===== config.mk =====
export PLATFORM = sky130hd
export DESIGN_NAME = sram_march_bist_flat
export DESIGN_NICKNAME = d
export VERILOG_FILES = /design/src/rtl/sram_march_bist_if.sv /design/src/rtl/sram_march_bist.sv /design/src/flat_wrapper.sv
export SDC_FILE = /design/constraint.sdc
export NUM_CORES = 1
export LEC_CHECK = 0
export ABC_AREA = 1
export CAP_MARGIN = 5
export CORE_MARGIN = 3
export CORE_UTILIZATION = 50
export DETAILED_ROUTE_END_ITERATION = 16
export PLACE_DENSITY = 0.76
export SLEW_MARGIN = 0
export SYNTH_ARGS = -nofsm -noshare
export SYNTH_HDL_FRONTEND = slang
export SYNTH_SLANG_ARGS = --single-unit

===== constraint.sdc =====
create_clock -name clk -period 6.3 [get_ports clk]
set_input_delay 1.26 -clock clk [delete_from_list [all_inputs] [get_ports clk]]
set_output_delay 1.26 -clock clk [all_outputs]
set_load 0.02 [all_outputs]

===== src/rtl/sram_march_bist_if.sv =====
`default_nettype none
// ============================================================================
// Module   : sram_march_bist_if
// Brief    : Control, result and shared SRAM port-0 bundle of the March BIST.
// Revision : 1.0 - initial release
// ============================================================================
interface sram_march_bist_if #(
    parameter int ADDR_SIZE  = 16,
    parameter int DATA_SIZE  = 32,
    parameter int WMASK_SIZE = 4,
    parameter int MAX_CHIPS  = 16
);
    logic                  start;
    logic [3:0]            sram_sel;
    logic [ADDR_SIZE-1:0]  addr_max;
    logic [DATA_SIZE-1:0]  data_bg;
    logic [DATA_SIZE-1:0]  rdata;

    logic [ADDR_SIZE-1:0]  addr0;
    logic [DATA_SIZE-1:0]  din0;
    logic                  web0;
    logic [WMASK_SIZE-1:0] wmask0;
    logic [MAX_CHIPS-1:0]  csb0;

    logic                  busy;
    logic                  done;
    logic                  pass;
    logic [15:0]           fail_count;
    logic [ADDR_SIZE-1:0]  first_fail_addr;
    logic [DATA_SIZE-1:0]  first_fail_data;

    modport master (
        input  start, sram_sel, addr_max, data_bg, rdata,
        output addr0, din0, web0, wmask0, csb0,
        output busy, done, pass, fail_count, first_fail_addr, first_fail_data
    );

    modport slave (
        output start, sram_sel, addr_max, data_bg, rdata,
        input  addr0, din0, web0, wmask0, csb0,
        input  busy, done, pass, fail_count, first_fail_addr, first_fail_data
    );
endinterface
`default_nettype wire


===== src/rtl/sram_march_bist.sv =====
`default_nettype none
// ============================================================================
// Module   : sram_march_bist
// Brief    : March C- BIST sequencer driving one SRAM of a shared port-0 bank.
// Revision : 1.0 - initial release
// ============================================================================
module sram_march_bist #(
    parameter int ADDR_SIZE  = 16,
    parameter int DATA_SIZE  = 32,
    parameter int WMASK_SIZE = 4,
    parameter int MAX_CHIPS  = 16
) (
    input  logic              clk,
    input  logic              rstn,
    sram_march_bist_if.master bus
);
    localparam logic [1:0] c_IDLE      = 2'd0;
    localparam logic [1:0] c_RUN       = 2'd1;
    localparam logic [1:0] c_DRAIN     = 2'd2;
    localparam logic [1:0] c_DONE      = 2'd3;
    localparam logic [2:0] c_LAST_ELEM = 3'd5;

    logic [1:0]            state_q, state_d;
    logic [2:0]            elem_q, elem_d;
    logic                  wr_q, wr_d;
    logic [ADDR_SIZE-1:0]  addr_q, addr_d;
    logic                  drain_q, drain_d;
    logic [3:0]            sel_q, sel_d;
    logic [ADDR_SIZE-1:0]  amax_q, amax_d;
    logic [DATA_SIZE-1:0]  pat_q, pat_d;

    logic [ADDR_SIZE-1:0]  addr0_q, addr0_d;
    logic [DATA_SIZE-1:0]  din0_q, din0_d;
    logic                  web0_q, web0_d;
    logic [WMASK_SIZE-1:0] wmask0_q, wmask0_d;
    logic [MAX_CHIPS-1:0]  csb0_q, csb0_d;
    logic                  busy_q, busy_d;
    logic                  done_q, done_d;
    logic                  pass_q, pass_d;
    logic [15:0]           fail_q, fail_d;
    logic [ADDR_SIZE-1:0]  ffa_q, ffa_d;
    logic [DATA_SIZE-1:0]  ffd_q, ffd_d;

    logic                  p1_v_q, p1_v_d, p2_v_q;
    logic [DATA_SIZE-1:0]  p1_exp_q, p1_exp_d, p2_exp_q;
    logic [ADDR_SIZE-1:0]  p1_addr_q, p1_addr_d, p2_addr_q;

    logic                  op_d;
    logic                  accept;
    logic                  finish;
    logic                  sel_ok;
    logic                  elem_down;
    logic                  last_addr;
    logic                  mismatch;

    assign sel_ok    = (32'(bus.sram_sel) < 32'(MAX_CHIPS));
    assign elem_down = (elem_q > 3'd2);
    // Element ends on an equality compare so addr_max = all ones never wraps.
    assign last_addr = elem_down ? (addr_q == '0) : (addr_q == amax_q);
    assign mismatch  = p2_v_q && (bus.rdata != p2_exp_q);

    // Sequencer: works out the op to present next cycle.
    always_comb begin
        state_d = state_q;
        elem_d  = elem_q;
        wr_d    = wr_q;
        addr_d  = addr_q;
        drain_d = drain_q;
        sel_d   = sel_q;
        amax_d  = amax_q;
        pat_d   = pat_q;
        op_d    = 1'b0;
        accept  = 1'b0;
        finish  = 1'b0;
        unique case (state_q)
            c_IDLE: begin
                if (bus.start) begin
                    accept = 1'b1;
                    sel_d  = bus.sram_sel;
                    amax_d = bus.addr_max;
                    pat_d  = bus.data_bg;
                    if (sel_ok) begin
                        state_d = c_RUN;
                        elem_d  = 3'd0;
                        wr_d    = 1'b1;
                        addr_d  = '0;
                        op_d    = 1'b1;
                    end else begin
                        state_d = c_DONE;
                        finish  = 1'b1;
                    end
                end
            end
            c_RUN: begin
                op_d = 1'b1;
                if (!wr_q && (elem_q != c_LAST_ELEM)) begin
                    wr_d = 1'b1;
                end else if (!last_addr) begin
                    addr_d = elem_down ? (addr_q - ADDR_SIZE'(1)) : (addr_q + ADDR_SIZE'(1));
                    wr_d   = (elem_q == 3'd0);
                end else if (elem_q != c_LAST_ELEM) begin
                    elem_d = elem_q + 3'd1;
                    addr_d = (elem_q >= 3'd2) ? amax_q : '0;
                    wr_d   = 1'b0;
                end else begin
                    op_d    = 1'b0;
                    state_d = c_DRAIN;
                    drain_d = 1'b0;
                end
            end
            c_DRAIN: begin
                if (drain_q) begin
                    state_d = c_DONE;
                    finish  = 1'b1;
                end else begin
                    drain_d = 1'b1;
                end
            end
            c_DONE: begin
                state_d = c_IDLE;
            end
            default: begin
                state_d = c_IDLE;
            end
        endcase
    end

    // Port drive, compare pipeline and result bookkeeping.
    always_comb begin
        addr0_d  = '0;
        din0_d   = '0;
        web0_d   = 1'b1;
        wmask0_d = '0;
        csb0_d   = '1;
        if (op_d) begin
            addr0_d  = addr_d;
            web0_d   = ~wr_d;
            wmask0_d = '1;
            csb0_d   = ~(MAX_CHIPS'(1) << sel_d);
            if (wr_d) begin
                din0_d = elem_d[0] ? ~pat_d : pat_d;
            end
        end

        // Odd elements read P, even elements read ~P.
        p1_v_d    = (state_q == c_RUN) && !wr_q;
        p1_exp_d  = elem_q[0] ? pat_q : ~pat_q;
        p1_addr_d = addr_q;

        fail_d = fail_q;
        ffa_d  = ffa_q;
        ffd_d  = ffd_q;
        if (mismatch) begin
            if (fail_q != 16'hFFFF) begin
                fail_d = fail_q + 16'd1;
            end
            if (fail_q == 16'd0) begin
                ffa_d = p2_addr_q;
                ffd_d = bus.rdata;
            end
        end

        busy_d = busy_q;
        done_d = 1'b0;
        pass_d = pass_q;
        if (accept) begin
            fail_d = '0;
            ffa_d  = '0;
            ffd_d  = '0;
            pass_d = 1'b0;
            busy_d = 1'b1;
        end
        if (finish) begin
            done_d = 1'b1;
            busy_d = 1'b0;
            pass_d = accept ? 1'b0 : (fail_d == 16'd0);
        end
    end

    always_ff @(posedge clk) begin
        if (!rstn) begin
            state_q   <= c_IDLE;
            elem_q    <= '0;
            wr_q      <= 1'b0;
            addr_q    <= '0;
            drain_q   <= 1'b0;
            sel_q     <= '0;
            amax_q    <= '0;
            pat_q     <= '0;
            addr0_q   <= '0;
            din0_q    <= '0;
            web0_q    <= 1'b1;
            wmask0_q  <= '0;
            csb0_q    <= '1;
            busy_q    <= 1'b0;
            done_q    <= 1'b0;
            pass_q    <= 1'b0;
            fail_q    <= '0;
            ffa_q     <= '0;
            ffd_q     <= '0;
            p1_v_q    <= 1'b0;
            p1_exp_q  <= '0;
            p1_addr_q <= '0;
            p2_v_q    <= 1'b0;
            p2_exp_q  <= '0;
            p2_addr_q <= '0;
        end else begin
            state_q   <= state_d;
            elem_q    <= elem_d;
            wr_q      <= wr_d;
            addr_q    <= addr_d;
            drain_q   <= drain_d;
            sel_q     <= sel_d;
            amax_q    <= amax_d;
            pat_q     <= pat_d;
            addr0_q   <= addr0_d;
            din0_q    <= din0_d;
            web0_q    <= web0_d;
            wmask0_q  <= wmask0_d;
            csb0_q    <= csb0_d;
            busy_q    <= busy_d;
            done_q    <= done_d;
            pass_q    <= pass_d;
            fail_q    <= fail_d;
            ffa_q     <= ffa_d;
            ffd_q     <= ffd_d;
            p1_v_q    <= p1_v_d;
            p1_exp_q  <= p1_exp_d;
            p1_addr_q <= p1_addr_d;
            p2_v_q    <= p1_v_q;
            p2_exp_q  <= p1_exp_q;
            p2_addr_q <= p1_addr_q;
        end
    end

    assign bus.addr0           = addr0_q;
    assign bus.din0            = din0_q;
    assign bus.web0            = web0_q;
    assign bus.wmask0          = wmask0_q;
    assign bus.csb0            = csb0_q;
    assign bus.busy            = busy_q;
    assign bus.done            = done_q;
    assign bus.pass            = pass_q;
    assign bus.fail_count      = fail_q;
    assign bus.first_fail_addr = ffa_q;
    assign bus.first_fail_data = ffd_q;
endmodule
`default_nettype wire

===== src/flat_wrapper.sv =====
// flat-port wrapper written by rule: the top's interface ports become plain ports
module sram_march_bist_flat 
#(
    parameter int ADDR_SIZE  = 16,
    parameter int DATA_SIZE  = 32,
    parameter int WMASK_SIZE = 4,
    parameter int MAX_CHIPS  = 16
)
  (clk, rstn, bus_start, bus_sram_sel, bus_addr_max, bus_data_bg, bus_rdata, bus_addr0, bus_din0, bus_web0, bus_wmask0, bus_csb0, bus_busy, bus_done, bus_pass, bus_fail_count, bus_first_fail_addr, bus_first_fail_data);
  sram_march_bist_if #(.ADDR_SIZE(ADDR_SIZE), .DATA_SIZE(DATA_SIZE), .WMASK_SIZE(WMASK_SIZE), .MAX_CHIPS(MAX_CHIPS)) bus_i ();
  input  logic clk;
  input  logic rstn;
  input wire logic [$bits(bus_i.start)-1:0] bus_start;
  input wire logic [$bits(bus_i.sram_sel)-1:0] bus_sram_sel;
  input wire logic [$bits(bus_i.addr_max)-1:0] bus_addr_max;
  input wire logic [$bits(bus_i.data_bg)-1:0] bus_data_bg;
  input wire logic [$bits(bus_i.rdata)-1:0] bus_rdata;
  output wire logic [$bits(bus_i.addr0)-1:0] bus_addr0;
  output wire logic [$bits(bus_i.din0)-1:0] bus_din0;
  output wire logic [$bits(bus_i.web0)-1:0] bus_web0;
  output wire logic [$bits(bus_i.wmask0)-1:0] bus_wmask0;
  output wire logic [$bits(bus_i.csb0)-1:0] bus_csb0;
  output wire logic [$bits(bus_i.busy)-1:0] bus_busy;
  output wire logic [$bits(bus_i.done)-1:0] bus_done;
  output wire logic [$bits(bus_i.pass)-1:0] bus_pass;
  output wire logic [$bits(bus_i.fail_count)-1:0] bus_fail_count;
  output wire logic [$bits(bus_i.first_fail_addr)-1:0] bus_first_fail_addr;
  output wire logic [$bits(bus_i.first_fail_data)-1:0] bus_first_fail_data;
  assign bus_i.start = bus_start;
  assign bus_i.sram_sel = bus_sram_sel;
  assign bus_i.addr_max = bus_addr_max;
  assign bus_i.data_bg = bus_data_bg;
  assign bus_i.rdata = bus_rdata;
  assign bus_addr0 = bus_i.addr0;
  assign bus_din0 = bus_i.din0;
  assign bus_web0 = bus_i.web0;
  assign bus_wmask0 = bus_i.wmask0;
  assign bus_csb0 = bus_i.csb0;
  assign bus_busy = bus_i.busy;
  assign bus_done = bus_i.done;
  assign bus_pass = bus_i.pass;
  assign bus_fail_count = bus_i.fail_count;
  assign bus_first_fail_addr = bus_i.first_fail_addr;
  assign bus_first_fail_data = bus_i.first_fail_data;
  sram_march_bist #(.ADDR_SIZE(ADDR_SIZE), .DATA_SIZE(DATA_SIZE), .WMASK_SIZE(WMASK_SIZE), .MAX_CHIPS(MAX_CHIPS)) u_core (.clk(clk), .rstn(rstn), .bus(bus_i));
endmodule

==> flow_metrics.py, run 1 <==
metrics = {
    "setup_path": {
        "crit_top_cell": "nand2_1",
        "cpPeakStageDelay_ns": 0.78,
        "crit_arrival_ns": 4.32,
        "rrSetupSlack_ns": 2.88,
        "path_class": "input port to flop",
        "cp_cell_sequence": "clkdlybuf4s50_1 -> xnor2_1 -> nand2_1 -> nor2_1 -> nand2_1 -> nor2_1 -> nand2_1 -> buf_4 -> nand2_2 -> inv_1 -> nand2_2 -> buf_4 -> o21ai_0 -> a21oi_1",
        "cp.buffers_inverters": 4,
        "r2r-end": "u_core.bus.addr0[11]",
        "path_max_fanout": 65,
        "crit_slowest_cell": "nand2_2",
        "critPathTopFamily": "simple AND/OR/NAND/NOR gates",
        "startpoint_type": "input port",
        "end_kind": "flop",
        "reg2reg_from": "u_core.elem_q[0]",
        "ff2ff_path_depth": 13,
        "critical_path_required_ns": 6.79,
    },
    "global_routing": {
        "grt_pass1_wl_um": 55400,
        "antenna_found_initial": 0,
        "gr-usage-all-layers_pct": 23.9,
        "grt_max_degree": 100,
        "grt_overflow": 0,
        "grt_pass1_vias": 10493,
    },
    "yosys": {
        "yosysTopAreaCell": "dfxtp_1",
        "synth-async-reset-ratio_pct": 0,
        "syn-instance-count": 1738,
        "syn_nets": 1845,
        "synth.area.top_cells": "dfxtp_1 (47%), nand2_1 (10%), inv_1 (7.6%), o21ai_0 (6.4%), a21oi_1 (5.3%)",
        "synth_cell_type_count": 43,
        "yosysTopAreaCellShare_pct": 47.5,
        "ys_seq_area_share_pct": 47.5,
        "syn_avg_cell_area_um2": 7.43,
        "ys_ff_latch": 306,
        "yosys_most_used_dff": "dfxtp_1",
        "synth.most_common_cell": "nand2_1",
        "synth_edf_count": 0,
        "ys_warn_count": 0,
        "synthTopCellsByCount": "nand2_1 (347), dfxtp_1 (306), inv_1 (262), o21ai_0 (164), nor2_1 (161)",
        "synthesis.area_um2": 12900,
    },
    "cts": {
        "postCtsHoldBufs": 0,
        "cts_sinks": 306,
        "cts_max_path_buffers": 3,
        "cts_tree": "done",
        "post_cts_buffers": 0,
        "cts_buffers": 31,
        "cts-root-buf": "clkbuf_16",
        "clkTransAtPathRegs_ns": 0.07,
        "htreeDepth": 1,
        "clk-insertion-delay-late_ns": 0.57,
        "cts_resized": 0,
    },
    "final_layout": {
        "layout.cells.non_filler": 2269,
        "fillers": 2235,
        "drive_gt1_share_pct": 6.45,
        "syn2layout_area_growth_pct": 25.9,
        "nets": 2025,
        "antenna_cells": 0,
    },
    "placed_design": {
        "gp_congestion": 0.933,
        "dp.cells": 2215,
        "io_buffers": 222,
        "dp_hpwl_um": 24500,
    },
    "routing": {
        "drc_errors": 0,
        "wl_per_cell_um": 15.2,
        "drt-initial-drc-count": 975,
        "vias": 11479,
        "wirelength_um": 34600,
        "ant_nets": 0,
        "dr.pass1.iters": 6,
        "viasPerCell": 5.06,
    },
    "power": {
        "p_leak_nw": 7.28,
        "peakVddDrop_mv": 0.341,
        "power_density_nw_per_um2": 370,
    },
    "timing": {
        "slew_headroom_pct": 28.4,
        "final_hold_viol_count": 0,
        "fmax_mhz": 261,
        "tightest_slew_ns": 1.07,
        "finalMaxSlewViolations": 0,
        "skew_ns": 0.0107,
        "setup_viol": 0,
        "rsz0062_at_grt": "no",
        "period_share_pct": 60.7,
        "setup_tns_ns": 0,
        "period_minus_slack_ns": 3.83,
    },
    "floorplanning": {
        "coreArea_um2": 25300,
        "die_w_um": 167,
        "std_cell_rows": 58,
        "dieArea_um2": 27800,
        "dieHeight_um": 167,
        "start_util_pct": 51.1,
        "io_pins": 223,
    },
    "worst_hold_path": {
        "hold_path_end": "u_core.p2_exp_q[31]",
        "hp-start": "u_core.p1_exp_q[31]",
        "hold_path_depth": 2,
        "hold_path_class": "flop to flop",
    },
    "outcome": {
        "status": "complete, no violations",
    },
    "flow_run": {
        "max_cap_viol_count": 0,
    },
}
## cell families after synthesis
| group | after synthesis | synth area share [%] |
|---|---|---|
| buffers and inverters | 353 | 10.9 |
| AO/OA/AOI/OAI | 355 | 15.0 |
| adder cells (fa/ha/maj) | 20 | 2.00 |
| XOR/XNOR | 43 | 2.92 |
| AND/OR/NAND/NOR | 661 | 21.7 |
| flip-flops | 306 | 47.5 |
## power by group
group / leakage, nW / switching [mW] / internal, mW
logic: 4.27 / 1.15 / 0.620
registers: 2.50 / 0.162 / 2.23
clock network: 0.512 / 0.758 / 1.10
total: 7.28 / 2.07 / 3.94
## registers in the layout, indices dropped and copies added (netlist names), 32 cells and up
register,count
u_core.p1_exp_q,32
u_core.pat_q,32
u_core.bus.first_fail_data,32
u_core.p2_exp_q,32
u_core.bus.din0,32
## metal layers
metal / GRT usage (%) / vias up / share of wire (%)
met5: 0 / - / 0
met4: 4.73 / 0 / 1.8
met3: 4.77 / 49 / 8.1
met2: 35.4 / 434 / 41
met1: 36.4 / 5177 / 49
li1: - / 5819 / -
## worst reg2reg max path: stages, from the launching register on
cell and delay (ns):
dfxtp_2 0.31, buf_4 0.52, a21oi_2 0.22, inv_2 0.31
ha_1 0.35, a21oi_1 0.14, nand2_1 0.09, a21boi_0 0.40
o21ai_0 0.25, a21oi_1 0.25, a21oi_1 0.09, o21ai_0 0.09
nand3_1 0.17, a21oi_1 0.17
## cells in the final DEF, fill, tap and decap left out, types with 3 or more instances in the layout
cell             netlist  final
nor4_1                 7      7
a21oi_1              136    136
clkbuf_1              47      5
inv_2                  7      8
a21oi_2               32     32
nand4_1                8      8
inv_1                262    261
dfxtp_1              306    305
nand2_1              347    345
nand2_4                3      4
nor3_1                10     10
nor2_1               161    160
ha_1                  19     19
o22ai_1                5      5
o21ai_1                5      5
clkdlybuf4s50_1        0    221
xnor2_1               34     34
buf_4                  9      8
nand2_2                7      8
clkbuf_16              0     31
clkinv_2               0      5
nor2_2                 2      3
clkbuf_8               0      6
xor2_1                 9      9
nand3_1              103    103
or2_2                  5      5
o21ai_0              164    164
bufinv_16              0      3
## cell type report
class                           instances  area [um2]  area share, %
Multi-Input combinational cell       1079        5380           33.1
Clock buffer                           42         877           5.40
Sequential cell                       306        6130           37.7
Inverter                              271        1020           6.28
Tap cell                              330         413           2.54
Timing Repair Buffer                  229        2270           14.0
Clock inverter                         12         160          0.986
## how the worst max path moves through the flow
stage	start	to	slack [ns]	cells past startpoint
after global routing	bus_rdata[20]	u_core.bus.first_fail_data[18]	2.11	14
after global placement	bus_rdata[9]	u_core.bus.first_fail_data[10]	2.01	14
after detailed placement	bus_rdata[11]	u_core.bus.first_fail_data[11]	1.97	14
after floorplan	bus_rdata[2]	u_core.bus.first_fail_data[19]	3.70	13
final	bus_rdata[11]	u_core.bus.first_fail_data[10]	2.47	14
after CTS	bus_rdata[8]	u_core.bus.first_fail_data[21]	2.50	14
## stage by stage
step	cell area, um2	power, mW	utilization (%)	hold slack (ns)	setup slack (ns)
2_1_floorplan	12900	3.59	-	0.390	3.70
3_3_place_gp	15200	4.14	60.2	0.392	2.01
3_5_place_dp	15200	4.17	60.2	0.396	1.97
4_1_cts	16200	6.04	64.3	0.395	2.50
5_1_grt	16200	6.35	64.3	0.423	2.11
6_report	16200	6.01	64.3	0.404	2.47
(Power assumes the default switching activity.)
==> run 2, diff against run 1 <==
Settings changed: CORE_UTILIZATION 50 to 48.
Clock period 6.3 ns to 3.4 ns, I/O delays scaled along.
==> flow_metrics.py, run 2 (synthesis results as in run 1) <==
metrics = {
    "setup_path": {
        "cp_cell_sequence": "a21oi_2 -> inv_2 -> ha_1 -> a21oi_1 -> nand2_1 -> a21boi_0 -> o31ai_1 -> nand2_1 -> nand2_1 -> nand2_1 -> nand2_1 -> o21ai_0 -> nand2_1 -> a21boi_0",
        "endpoint": "u_core.bus.addr0[13]",
        "rrSetupSlack_ns": 0.39,
        "crit_arrival_ns": 3.45,
        "crit_slowest_cell": "dfxtp_2",
        "critical_path_required_ns": 3.84,
        "critPathTopFamily": "compound AO/OA/AOI/OAI gates",
        "crit_cells": 14,
        "cp.buffers_inverters": 1,
        "startpoint_type": "flop",
        "ff2ff_path_depth": 14,
        "path_max_fanout": 16,
        "crit_top_cell": "nand2_1",
        "path_class": "flop to flop",
        "end_kind": "flop",
        "r2r-end": "u_core.bus.addr0[13]",
        "crit_start": "u_core.elem_q[0]",
        "cpPeakStageDelay_ns": 0.46,
        "reg2reg_from": "u_core.elem_q[0]",
    },
    "power": {
        "peakVddDrop_mv": 0.643,
        "power_density_nw_per_um2": 689,
        "p_total_mw": 11.3,
        "p_leak_nw": 7.35,
    },
    "floorplanning": {
        "coreArea_um2": 26200,
        "dieArea_um2": 28900,
        "die_w_um": 170,
        "io_pins": 223,
        "start_util_pct": 49.2,
        "std_cell_rows": 59,
        "dieHeight_um": 170,
    },
    "routing": {
        "met2_length_um": 14000,
        "ant_nets": 0,
        "viasPerCell": 4.94,
        "dr.pass1.iters": 5,
        "highest_layer": "met4",
        "wl_per_cell_um": 15.0,
        "met3WireLength_um": 2780,
        "drt-initial-drc-count": 852,
        "vias": 11296,
        "wl_met1_um": 16700,
        "drc_errors": 0,
        "wirelength_um": 34200,
    },
    "global_routing": {
        "grt_pass1_vias": 10468,
        "gr-usage-all-layers_pct": 22.8,
        "antenna_found_initial": 0,
        "grt_pass1_wl_um": 54400,
        "grt_overflow": 0,
        "grt_max_degree": 106,
    },
    "final_layout": {
        "final_cell_mix": "nand2_1 (345), dfxtp_1 (305), inv_1 (261)",
        "fillers": 2281,
        "nets": 2033,
        "antenna_cells": 0,
        "syn2layout_area_growth_pct": 27.0,
        "drive_gt1_share_pct": 7.07,
        "post-route-util_pct": 62.5,
        "layout_commonest_cell": "nand2_1",
    },
    "cts": {
        "cts-root-buf": "clkbuf_16",
        "cts_tree": "done",
        "htreeDepth": 1,
        "cts_sinks": 306,
        "cts_buffers": 31,
        "clkTransAtPathRegs_ns": 0.06,
        "postCtsHoldBufs": 0,
        "cts_max_path_buffers": 3,
        "post_cts_buffers": 0,
        "cts_resized": 0,
        "clk-insertion-delay-late_ns": 0.55,
    },
    "timing": {
        "period_share_pct": 88.6,
        "skew_ns": 0.00900,
        "slew_headroom_pct": 51.7,
        "finalMaxSlewViolations": 0,
        "final_hold_viol_count": 0,
        "period_minus_slack_ns": 3.01,
        "rsz0062_at_grt": "no",
        "tightest_slew_ns": 0.719,
        "setup_viol": 0,
        "setup_tns_ns": 0,
        "fin_ws_ns": 0.389,
        "fmax_mhz": 332,
    },
    "placed_design": {
        "place_ws_ns": 0.436,
        "dp_hpwl_um": 24700,
        "gp_congestion": 0.950,
        "io_buffers": 222,
    },
    "flow_run": {
        "max_cap_viol_count": 0,
    },
    "outcome": {
        "status": "complete, no violations",
    },
    "worst_hold_path": {
        "hold_path_class": "flop to flop",
    },
}
-- run 2: report_power, final --
part	switching, mW	total [mW]	leakage [nW]	internal (mW)
clock network	1.41	3.58	0.544	2.17
logic	2.12	3.30	4.31	1.18
registers	0.292	4.42	2.50	4.12
total	3.82	11.3	7.35	7.47
-- run 2: layout make-up --
cell class	count	area [um2]	share of cell area [%]
Tap cell	335	419	2.56
Timing Repair Buffer	237	2340	14.3
Clock inverter	14	184	1.12
Multi-Input combinational cell	1079	5380	32.8
Clock buffer	44	915	5.58
Inverter	271	1020	6.22
Sequential cell	306	6130	37.4
-- run 2: how the worst min path moves through the flow --
stage,from,to,slack [ns],cells past startpoint
6_report,u_core.p1_addr_q[12],u_core.p2_addr_q[12],0.41,2
5_1_grt,u_core.p1_addr_q[11],u_core.p2_addr_q[11],0.42,2
4_1_cts,u_core.p1_exp_q[22],u_core.p2_exp_q[22],0.41,2
3_5_place_dp,u_core.p1_exp_q[22],u_core.p2_exp_q[22],0.40,2
3_3_place_gp,u_core.p1_addr_q[12],u_core.p2_addr_q[12],0.40,2
2_1_floorplan,u_core.p1_addr_q[0],u_core.p2_addr_q[0],0.39,2
-- run 2: stage by stage --
step / instances / hold WS, ns / instance area (um2)
2_1_floorplan: 1738 / 0.390 / 12900
3_3_place_gp: 2228 / 0.397 / 15300
3_5_place_dp: 2228 / 0.399 / 15300
4_1_cts: 2286 / 0.413 / 16400
5_1_grt: 2286 / 0.423 / 16400
6_report: 2286 / 0.409 / 16400
-- run 2: per-layer routing --
layer  up-vias  GRT usage, %
li1       5845             -
met1      5016          34.8
met2       385          33.6
met3        50          4.34
met4         0          5.11
met5         -             0
-- run 2: tightest hold or removal path, stage by stage, from the launching register on --
cell and delay, ns:
dfxtp_1 0.30, nand2_1 0.04, inv_1 0.04
==> run 3, diff against run 2 <==
Settings changed: GPL_TIMING_DRIVEN from default to 0.
==> flow_metrics.py, run 3 (synthesis results as in run 1) <==
metrics = {
    "global_routing": {
        "gr-usage-all-layers_pct": 25.2,
        "grt_overflow": 0,
        "grt_max_degree": 17,
        "grt_pass1_wl_um": 58500,
        "antenna_found_initial": 0,
        "grt_pass1_vias": 11087,
    },
    "setup_path": {
        "critPathTopFamily": "compound AO/OA/AOI/OAI gates",
        "crit_arrival_ns": 3.47,
        "cp.buffers_inverters": 3,
        "cp_cell_sequence": "buf_4 -> a21oi_4 -> inv_2 -> ha_1 -> nand2_1 -> o21ai_1 -> nand2_1 -> o21ai_1 -> inv_1 -> o21ai_1 -> nand2_1 -> a21o_1 -> nand3_1 -> nand3_1 -> a21oi_1",
        "end_kind": "flop",
        "cpPeakStageDelay_ns": 0.41,
        "startpoint_type": "flop",
        "path_max_fanout": 16,
        "path_class": "flop to flop",
        "crit_slowest_cell": "ha_1",
        "critical_path_required_ns": 3.83,
    },
    "placed_design": {
        "dp_hpwl_um": 28200,
        "dp.cells": 2294,
        "io_buffers": 221,
        "gp_congestion": 0.942,
        "place_ws_ns": -0.0192,
    },
    "timing": {
        "hold_ws_ns": 0.411,
        "final_hold_viol_count": 0,
        "setup_viol": 0,
        "period_share_pct": 89.4,
        "finalMaxSlewViolations": 0,
        "rsz0062_at_grt": "no",
        "setup_tns_ns": 0,
        "skew_ns": 0.0258,
        "slew_headroom_pct": 48.5,
        "fmax_mhz": 329,
        "tightest_slew_ns": 0.767,
        "fin_ws_ns": 0.362,
        "period_minus_slack_ns": 3.04,
    },
    "routing": {
        "drt-initial-drc-count": 1044,
        "ant_nets": 0,
        "dr.pass1.iters": 7,
        "viasPerCell": 4.98,
        "vias": 11700,
        "drc_errors": 0,
        "wl_per_cell_um": 15.8,
        "wirelength_um": 37000,
    },
    "floorplanning": {
        "io_pins": 223,
        "dieArea_um2": 28900,
        "die_w_um": 170,
        "start_util_pct": 49.2,
        "std_cell_rows": 59,
        "dieHeight_um": 170,
        "coreArea_um2": 26200,
    },
    "final_layout": {
        "final_cell_mix": "nand2_1 (347), dfxtp_1 (306), inv_1 (262)",
        "fillers": 2277,
        "layout.cells.non_filler": 2350,
        "drive_gt1_share_pct": 7.15,
        "ff_latch_area_um2": 6130,
        "antenna_cells": 0,
        "layout_commonest_cell": "nand2_1",
        "nets": 2102,
        "multi_input_area_um2": 5370,
        "post-route-util_pct": 63.6,
        "syn2layout_area_growth_pct": 29.1,
    },
    "power": {
        "power_density_nw_per_um2": 694,
        "p_leak_nw": 7.46,
        "peakVddDrop_mv": 0.466,
    },
    "cts": {
        "htreeDepth": 2,
        "clk-insertion-delay-late_ns": 0.52,
        "cts_tree": "done",
        "postCtsHoldBufs": 0,
        "cts-root-buf": "clkbuf_16",
        "cts_sinks": 306,
        "cts_max_path_buffers": 3,
        "cts_buffers": 34,
        "clkTransAtPathRegs_ns": 0.06,
    },
    "outcome": {
        "status": "complete, no violations",
    },
    "flow_run": {
        "max_cap_viol_count": 0,
    },
    "worst_hold_path": {
        "hold_path_class": "flop to flop",
    },
}
==> run 3: cell types whose count changed in the layout (fill, tap and decap cells not counted), moves of 2 or more <==
cell,before,now
clkbuf_1,4,52
buf_4,15,9
clkbuf_8,9,1
nand2_1,345,347
clkbuf_16,31,35
buf_1,0,5
buf_6,0,4
buf_2,0,17
==> run 3: layout make-up <==
type,instances,share of cell area (%)
repair buffers,221,13.3
flip-flops and latches,306,36.8
well taps,335,2.52
inverters,271,6.12
clock inverters,15,1.22
plain buffers,82,2.36
multi-input cells,1079,32.3
clock buffers,41,5.45
==> run 3: worst reg2reg max path, delay by kind of cell, from the launching register on <==
kind                     cells  cell delay, ns
AO/OA/AOI/OAI                6            1.27
AND/OR/NAND/NOR              5            0.49
adder cells (fa/ha/maj)      1            0.41
flip-flops                   1            0.30
buffers and inverters        3            0.48
==> run 3: layer usage <==
metal / global-route usage [%] / vias up / part of all wire, %
li1: - / 5997 / -
met1: 36.1 / 5182 / 46
met2: 38.5 / 446 / 43
met3: 5.34 / 75 / 8.3
met4: 7.58 / 0 / 2.9
met5: 0 / - / 0
==> run 3: path summary, 6_finish.rpt <==
kind / from / to / slack, ns / cells after the start
worst min register to register: u_core.p1_exp_q[13] / u_core.p2_exp_q[13] / 0.41 / 2
worst max register to register: u_core.elem_q[0] / u_core.bus.addr0[12] / 0.36 / 15
worst max-delay path: u_core.elem_q[0] / u_core.bus.addr0[12] / 0.36 / 15
worst min-delay path: u_core.p1_exp_q[13] / u_core.p2_exp_q[13] / 0.41 / 2
==> run 3: report_power, final <==
group / internal, mW / switching (mW)
Combinational: 1.25 / 2.23
Clock: 2.22 / 1.46
Sequential: 4.12 / 0.280
Total: 7.59 / 3.97
==> run 3: metrics by stage <==
| step | area (um2) | power [mW] |
|---|---|---|
| detailed placement | 15500 | 7.89 |
| finish | 16700 | 11.6 |
| global placement | 15500 | 7.82 |
| CTS | 16600 | 11.6 |
| global route | 16700 | 12.2 |
| floorplan | 12900 | 6.66 |
==> run 3: repair_timing <==
item,4_1_cts,5_1_grt
setup buffers,0,0
endpoints found under the setup margin,0,3
resized for setup,0,2
